File: src/rtl/multicycle_main_controller_pkg.sv
// multicycle_main_controller_pkg: state encodings, opcodes, datapath select codes and the control word
package multicycle_main_controller_pkg;
  typedef enum logic [3:0] {
    FETCH, DECODE, MEMADR, MEMREAD, MEMWB, MEMWRITE, EXECR, EXECI, ALUWB, BEQ, JAL, TRAP
  } state_t;
  localparam logic [6:0] OP_LW  = 7'b0000011;
  localparam logic [6:0] OP_SW  = 7'b0100011;
  localparam logic [6:0] OP_R   = 7'b0110011;
  localparam logic [6:0] OP_I   = 7'b0010011;
  localparam logic [6:0] OP_BEQ = 7'b1100011;
  localparam logic [6:0] OP_JAL = 7'b1101111;
  localparam logic [1:0] RES_ALUOUT = 2'b00, RES_DATA = 2'b01, RES_ALURESULT = 2'b10;
  localparam logic [1:0] SRCA_PC = 2'b00, SRCA_OLDPC = 2'b01, SRCA_RS1 = 2'b10;
  localparam logic [1:0] SRCB_RS2 = 2'b00, SRCB_IMM = 2'b01, SRCB_FOUR = 2'b10;
  localparam logic [1:0] ALU_ADD = 2'b00, ALU_SUB = 2'b01, ALU_FUNCT = 2'b10;
  localparam logic [1:0] IMM_I = 2'b00, IMM_S = 2'b01, IMM_B = 2'b10, IMM_J = 2'b11;
  typedef struct packed {
    logic       mem_req;
    logic       mem_wait;
    logic       pc_update;
    logic       branch;
    logic       adr_src;
    logic       mem_write;
    logic       ir_write;
    logic       reg_write;
    logic [1:0] result_src;
    logic [1:0] alu_src_a;
    logic [1:0] alu_src_b;
    logic [1:0] alu_op;
    logic       illegal;
    logic       done;
  } ctrl_t;
  function automatic logic [1:0] imm_src(input logic [6:0] op);
    return op == OP_SW ? IMM_S : op == OP_BEQ ? IMM_B : op == OP_JAL ? IMM_J : IMM_I;
  endfunction
  function automatic logic known_op(input logic [6:0] op);
    return op == OP_LW || op == OP_SW || op == OP_R || op == OP_I || op == OP_BEQ || op == OP_JAL;
  endfunction
endpackage

File: src/rtl/multicycle_main_controller_state_out_decode.sv
// multicycle_main_controller_state_out_decode: combinational state to control-word table
module multicycle_main_controller_state_out_decode
  import multicycle_main_controller_pkg::*;
(
  input  state_t s,
  output ctrl_t  cw
);
  always_comb begin
    cw = '0;
    case (s)
      FETCH: begin
        cw.mem_req    = 1'b1;
        cw.mem_wait   = 1'b1;
        cw.ir_write   = 1'b1;
        cw.pc_update  = 1'b1;
        cw.alu_src_a  = SRCA_PC;
        cw.alu_src_b  = SRCB_FOUR;
        cw.alu_op     = ALU_ADD;
        cw.result_src = RES_ALURESULT;
      end
      DECODE: begin
        cw.alu_src_a = SRCA_OLDPC;
        cw.alu_src_b = SRCB_IMM;
      end
      MEMADR: begin
        cw.alu_src_a = SRCA_RS1;
        cw.alu_src_b = SRCB_IMM;
      end
      MEMREAD: begin
        cw.mem_req  = 1'b1;
        cw.mem_wait = 1'b1;
        cw.adr_src  = 1'b1;
      end
      MEMWB: begin
        cw.result_src = RES_DATA;
        cw.reg_write  = 1'b1;
        cw.done       = 1'b1;
      end
      MEMWRITE: begin
        cw.mem_req   = 1'b1;
        cw.mem_wait  = 1'b1;
        cw.adr_src   = 1'b1;
        cw.mem_write = 1'b1;
        cw.done      = 1'b1;
      end
      EXECR: begin
        cw.alu_src_a = SRCA_RS1;
        cw.alu_src_b = SRCB_RS2;
        cw.alu_op    = ALU_FUNCT;
      end
      EXECI: begin
        cw.alu_src_a = SRCA_RS1;
        cw.alu_src_b = SRCB_IMM;
        cw.alu_op    = ALU_FUNCT;
      end
      ALUWB: begin
        cw.reg_write = 1'b1;
        cw.done      = 1'b1;
      end
      BEQ: begin
        cw.alu_src_a = SRCA_RS1;
        cw.alu_src_b = SRCB_RS2;
        cw.alu_op    = ALU_SUB;
        cw.branch    = 1'b1;
        cw.done      = 1'b1;
      end
      JAL: begin
        cw.alu_src_a = SRCA_OLDPC;
        cw.alu_src_b = SRCB_FOUR;
        cw.pc_update = 1'b1;
      end
      TRAP: cw.illegal = 1'b1;
      default: cw = '0;
    endcase
  end
endmodule

File: src/rtl/multicycle_main_controller.sv
// multicycle_main_controller: Moore FSM sequencing RV32I instructions over 3-5 cycles
module multicycle_main_controller
  import multicycle_main_controller_pkg::*;
#(
  parameter bit MEM_HANDSHAKE = 1'b1,
  parameter bit ILLEGAL_TRAP  = 1'b1,
  parameter int STATE_W       = 4
) (
  input  logic       clk,
  input  logic       rst,
  input  logic [6:0] op,
  input  logic       zero,
  input  logic       mem_ready,
  output logic       mem_req,
  output logic       PCWrite,
  output logic       AdrSrc,
  output logic       MemWrite,
  output logic       IRWrite,
  output logic       RegWrite,
  output logic [1:0] ResultSrc,
  output logic [1:0] ALUSrcA,
  output logic [1:0] ALUSrcB,
  output logic [1:0] ALUop,
  output logic [1:0] ImmSrc,
  output logic       illegal,
  output logic       instr_done
);
  logic [STATE_W-1:0] st;
  state_t cur, nxt;
  ctrl_t cw;
  logic rdy, gate, nop_done;
  assign cur = st > STATE_W'(TRAP) ? state_t'(4'hf) : state_t'(st[3:0]);
  assign rdy = MEM_HANDSHAKE ? mem_ready : 1'b1;
  assign gate = !cw.mem_wait || rdy;
  assign nop_done = cur == DECODE && !known_op(op) && !ILLEGAL_TRAP;
  multicycle_main_controller_state_out_decode u_decode (.s(cur), .cw(cw));
  always_comb begin
    nxt = FETCH;
    case (cur)
      FETCH:    nxt = rdy ? DECODE : FETCH;
      DECODE:   nxt = (op == OP_LW || op == OP_SW) ? MEMADR :
                      op == OP_R ? EXECR : op == OP_I ? EXECI :
                      op == OP_BEQ ? BEQ : op == OP_JAL ? JAL :
                      ILLEGAL_TRAP ? TRAP : FETCH;
      MEMADR:   nxt = op == OP_SW ? MEMWRITE : MEMREAD;
      MEMREAD:  nxt = rdy ? MEMWB : MEMREAD;
      MEMWRITE: nxt = rdy ? FETCH : MEMWRITE;
      EXECR, EXECI, JAL: nxt = ALUWB;
      TRAP:     nxt = TRAP;
      default:  nxt = FETCH;
    endcase
  end
  always_ff @(posedge clk) st <= rst ? STATE_W'(FETCH) : STATE_W'(nxt);
  assign mem_req    = cw.mem_req;
  assign AdrSrc     = cw.adr_src;
  assign ResultSrc  = cw.result_src;
  assign ALUSrcA    = cw.alu_src_a;
  assign ALUSrcB    = cw.alu_src_b;
  assign ALUop      = cw.alu_op;
  assign illegal    = cw.illegal;
  assign ImmSrc     = imm_src(op);
  assign PCWrite    = !rst && ((cw.branch && zero) || (cw.pc_update && gate));
  assign IRWrite    = !rst && cw.ir_write && gate;
  assign MemWrite   = !rst && cw.mem_write;
  assign RegWrite   = !rst && cw.reg_write;
  assign instr_done = !rst && ((cw.done && gate) || nop_done);
endmodule

File: config.mk
export PLATFORM = sky130hd
export DESIGN_NAME = multicycle_main_controller
export DESIGN_NICKNAME = d
export VERILOG_FILES = /design/src/rtl/multicycle_main_controller_pkg.sv /design/src/rtl/multicycle_main_controller_state_out_decode.sv /design/src/rtl/multicycle_main_controller.sv
export SDC_FILE = /design/constraint.sdc
export NUM_CORES = 1
export LEC_CHECK = 0
export BUFFER_PORTS_ARGS = -buffer_cell sky130_fd_sc_hd__buf_2
export CORE_UTILIZATION = 40
export CTS_CLUSTER_DIAMETER = 80
export DETAILED_ROUTE_END_ITERATION = 10
export MAX_ROUTING_LAYER = met4
export PLACE_DENSITY = 0.7
export SLEW_MARGIN = 20
export SYNTH_ARGS = -nofsm -noshare
export SYNTH_HDL_FRONTEND = slang
export SYNTH_SLANG_ARGS = --single-unit
File: constraint.sdc
create_clock -name clk -period 1.33 [get_ports clk]
set_input_delay 0.1995 -clock clk [delete_from_list [all_inputs] [get_ports clk]]
set_output_delay 0.1995 -clock clk [all_outputs]
set_load 0.01 [all_outputs]
==> flow_summary.json <==
{
  "status": "finished with violations",
  "syn_inst": 88,
  "min_path_type": "input port to register",
  "synthFlopType": "dfxtp_1",
  "worstPathRequired_ns": 1.13,
  "clk_path_buf_depth": 2,
  "r2r_start": "st[1]$_SDFF_PP0_",
  "place_inst": 134,
  "p_int_w": 0.0007672,
  "hold_viol_final": 0,
  "dieArea_um2": 1703,
  "p_clk_share_pct": 10.4,
  "synth-seq-cells": 4,
  "ant_nets": 0,
  "reg2reg_slack_ns": -0.03,
  "drc": 0,
  "endpoint": "PCWrite",
  "criticalPathCategory": "register to output pin",
  "largest_register_ffs": 4,
  "drt_iter0_drc": 27,
  "ios": 29,
  "grt-ovfl-total": 0,
  "die-height_um": 41.27,
  "violations": "negative setup slack",
  "total_power_w": 0.001412,
  "period_needed_ns": 1.532,
  "tightest_slew_ns": 0.3085,
  "synth.distinct_cells": 36,
  "core_um2": 1366,
  "max-slew-margin-rel_pct": 79.31,
  "holdWs_ns": 0.3380,
  "drv_cap": 0,
  "power_density_nw_per_um2": 1380,
  "fin_crit_sh_pct": 115.2,
  "final_common_cell": "buf_2",
  "p_leak_nw": 0.4426,
  "cts_root_buffer": "clkbuf_4",
  "async_reset_ff_share_pct": 0,
  "place.gp.congestion": 1.002,
  "fin_skew_ns": 0.002076,
  "clock-sinks": 4,
  "p_sw_share_pct": 45.67,
  "first_pass_iters": 4,
  "largest-register": "st",
  "final_max_slew_viol_count": 0,
  "synth_area_um2": 616.8,
  "finalSetupViolCount": 15,
  "grt_pass1_wl_mm": 3.229,
  "reg2reg_depth": 6,
  "cts.reportedPaths.clkPinSlew_ns": 0.04,
  "drive_gt1_share_pct": 58.27,
  "cp_data_arrival_time_ns": 1.33,
  "reg.largest.list": "st (4)",
  "postSynthAreaPerCell_um2": 7.010,
  "cp-end-kind": "output pin",
  "cts_buffers": 3,
  "grt_use_total_pct": 29.26,
  "regToRegEndpoint": "st[2]$_SDFF_PP0_",
  "final_area_um2": 1023,
  "viasPerCell": 5.972,
  "area_delta_synth_final_pct": 65.92,
  "placed_cell_area_um2": 803.3,
  "grt_pass1_vias": 746,
  "die_w_um": 41.27,
  "route.vias.total": 848,
  "syn_nets": 99,
  "h-tree-depth": 1,
  "routed_wl_mm": 2.247,
  "combPwrFrac_pct": 74.8,
  "fin_setup_tns_ns": -1.674,
  "worstSetupStartpointType": "register",
  "seq_area_frac_synth_pct": 12.98,
  "synth-edff-count": 0,
  "fp-row-count": 13,
  "drt-wirelength-per-cell_um": 15.82,
  "clkLatencyLatePin_ns": 0.23,
  "nNetsFinal": 140,
  "seqPwrFrac_pct": 14.8,
  "setup_slack_ns": -0.2023,
  "peakVddDrop_mv": 0.6435,
  "hpwl_mm": 1.395,
  "max_clock_freq_mhz": 652.6,
  "cp_max_fo": 4,
  "rsz0062_at_grt": "yes",
  "startpoint": "st[1]$_SDFF_PP0_",
  "antenna_cells": 0,
  "port_buffers": 28,
  "final_cell_mix": "buf_2, buf_6, nand2_1, nor2_1, buf_4",
  "p_switching_w": 0.0006449,
  "start_util_pct": 45.15,
  "grt_max_degree": 16,
  "fin_cells": 142,
  "antenna_found_initial": 0,
  "cts_tree": "done",
  "ys_warn_count": 0
}
-- cells in the mapped netlist, types with 2 or more instances --
library cell,number,share of area (%)
o211ai_1,2,2.4
buf_4,3,3.7
o21ai_0,2,1.6
a21oi_1,3,2.4
a22oi_1,2,2.4
o22ai_1,2,2.0
o21a_1,2,2.4
buf_2,2,1.6
nor4_1,3,3.0
dfxtp_1,4,13
and2_1,2,2.0
xnor2_1,2,2.8
nor2b_1,6,6.1
nor3_1,5,4.1
nand2_1,7,4.3
nand2b_1,6,6.1
nor2_2,2,2.0
nand3_1,2,1.6
nand3b_1,2,2.4
a211oi_1,5,6.1
nor2_1,9,5.5
-- area by class of cell --
class | instances | area [um^2]
flip-flops and latches | 4 | 92.59
inverters | 2 | 7.507
fillers | 108 | 342.8
multi-input cells | 75 | 583.1
well taps | 15 | 18.77
repair buffers | 43 | 299.0
clock buffers | 3 | 22.52
-- routing by layer --
| layer | vias up | part of all wire, % | global-route usage [%] |
|---|---|---|---|
| met5 | - | 0 | - |
| met4 | 0 | 3.0 | 2.419 |
| met3 | 8 | 6.3 | 3.804 |
| met2 | 48 | 51 | 54.30 |
| met1 | 394 | 40 | 34.41 |
| li1 | 398 | - | - |
-- worst max-delay path, stage by stage (launching register included) --
cell	delay, ns
dfxtp_2	0.35
and2b_4	0.21
a21o_1	0.19
a22oi_1	0.15
nor3_1	0.06
buf_2	0.14
-- cells by family (layout without fill, tap and decap cells) --
| group | count (synthesis) | in the layout | synth area share, % |
|---|---|---|---|
| XOR/XNOR | 2 | 2 | 2.840 |
| AO/OA/AOI/OAI | 23 | 23 | 27.18 |
| AND/OR/NAND/NOR | 50 | 50 | 48.07 |
| buffers and inverters | 9 | 48 | 8.923 |
| flip-flops | 4 | 4 | 12.98 |
-- how the worst min path moves through the flow --
stage	startpoint	end	slack (ns)	cells after the start
after detailed placement	rst	st[3]$_SDFF_PP0_	0.51	2
after CTS	rst	st[3]$_SDFF_PP0_	0.30	2
after global placement	rst	st[3]$_SDFF_PP0_	0.52	2
after global routing	rst	st[3]$_SDFF_PP0_	0.35	2
after floorplan	op[3]	st[1]$_SDFF_PP0_	0.36	2
final	op[2]	st[1]$_SDFF_PP0_	0.34	3
-- power groups by stage --
stage	registers, W	logic [W]	clock network, W
after detailed placement	0.000189	0.000759	0
after floorplan	0.000163	0.000537	0
after global routing	0.000211	0.00114	0.000155
final	0.000209	0.00106	0.000146
after CTS	0.000204	0.000976	0.000149
after global placement	0.000188	0.000750	0
-- timing repair --
item	CTS	global route
buffers inserted	5	1
setup endpoints to repair	17	19
pin swaps	7	1
resized for setup	29	12
hold buffers	0	0
-- through the flow --
step	setup WS, ns	util, %
global route	-0.2446	74.91
floorplan	0.01488	-
CTS	-0.1546	71.52
detailed placement	-0.009746	58.79
global placement	0.02068	58.79
finish	-0.2023	74.91
Power figures use the tool's default switching activity.
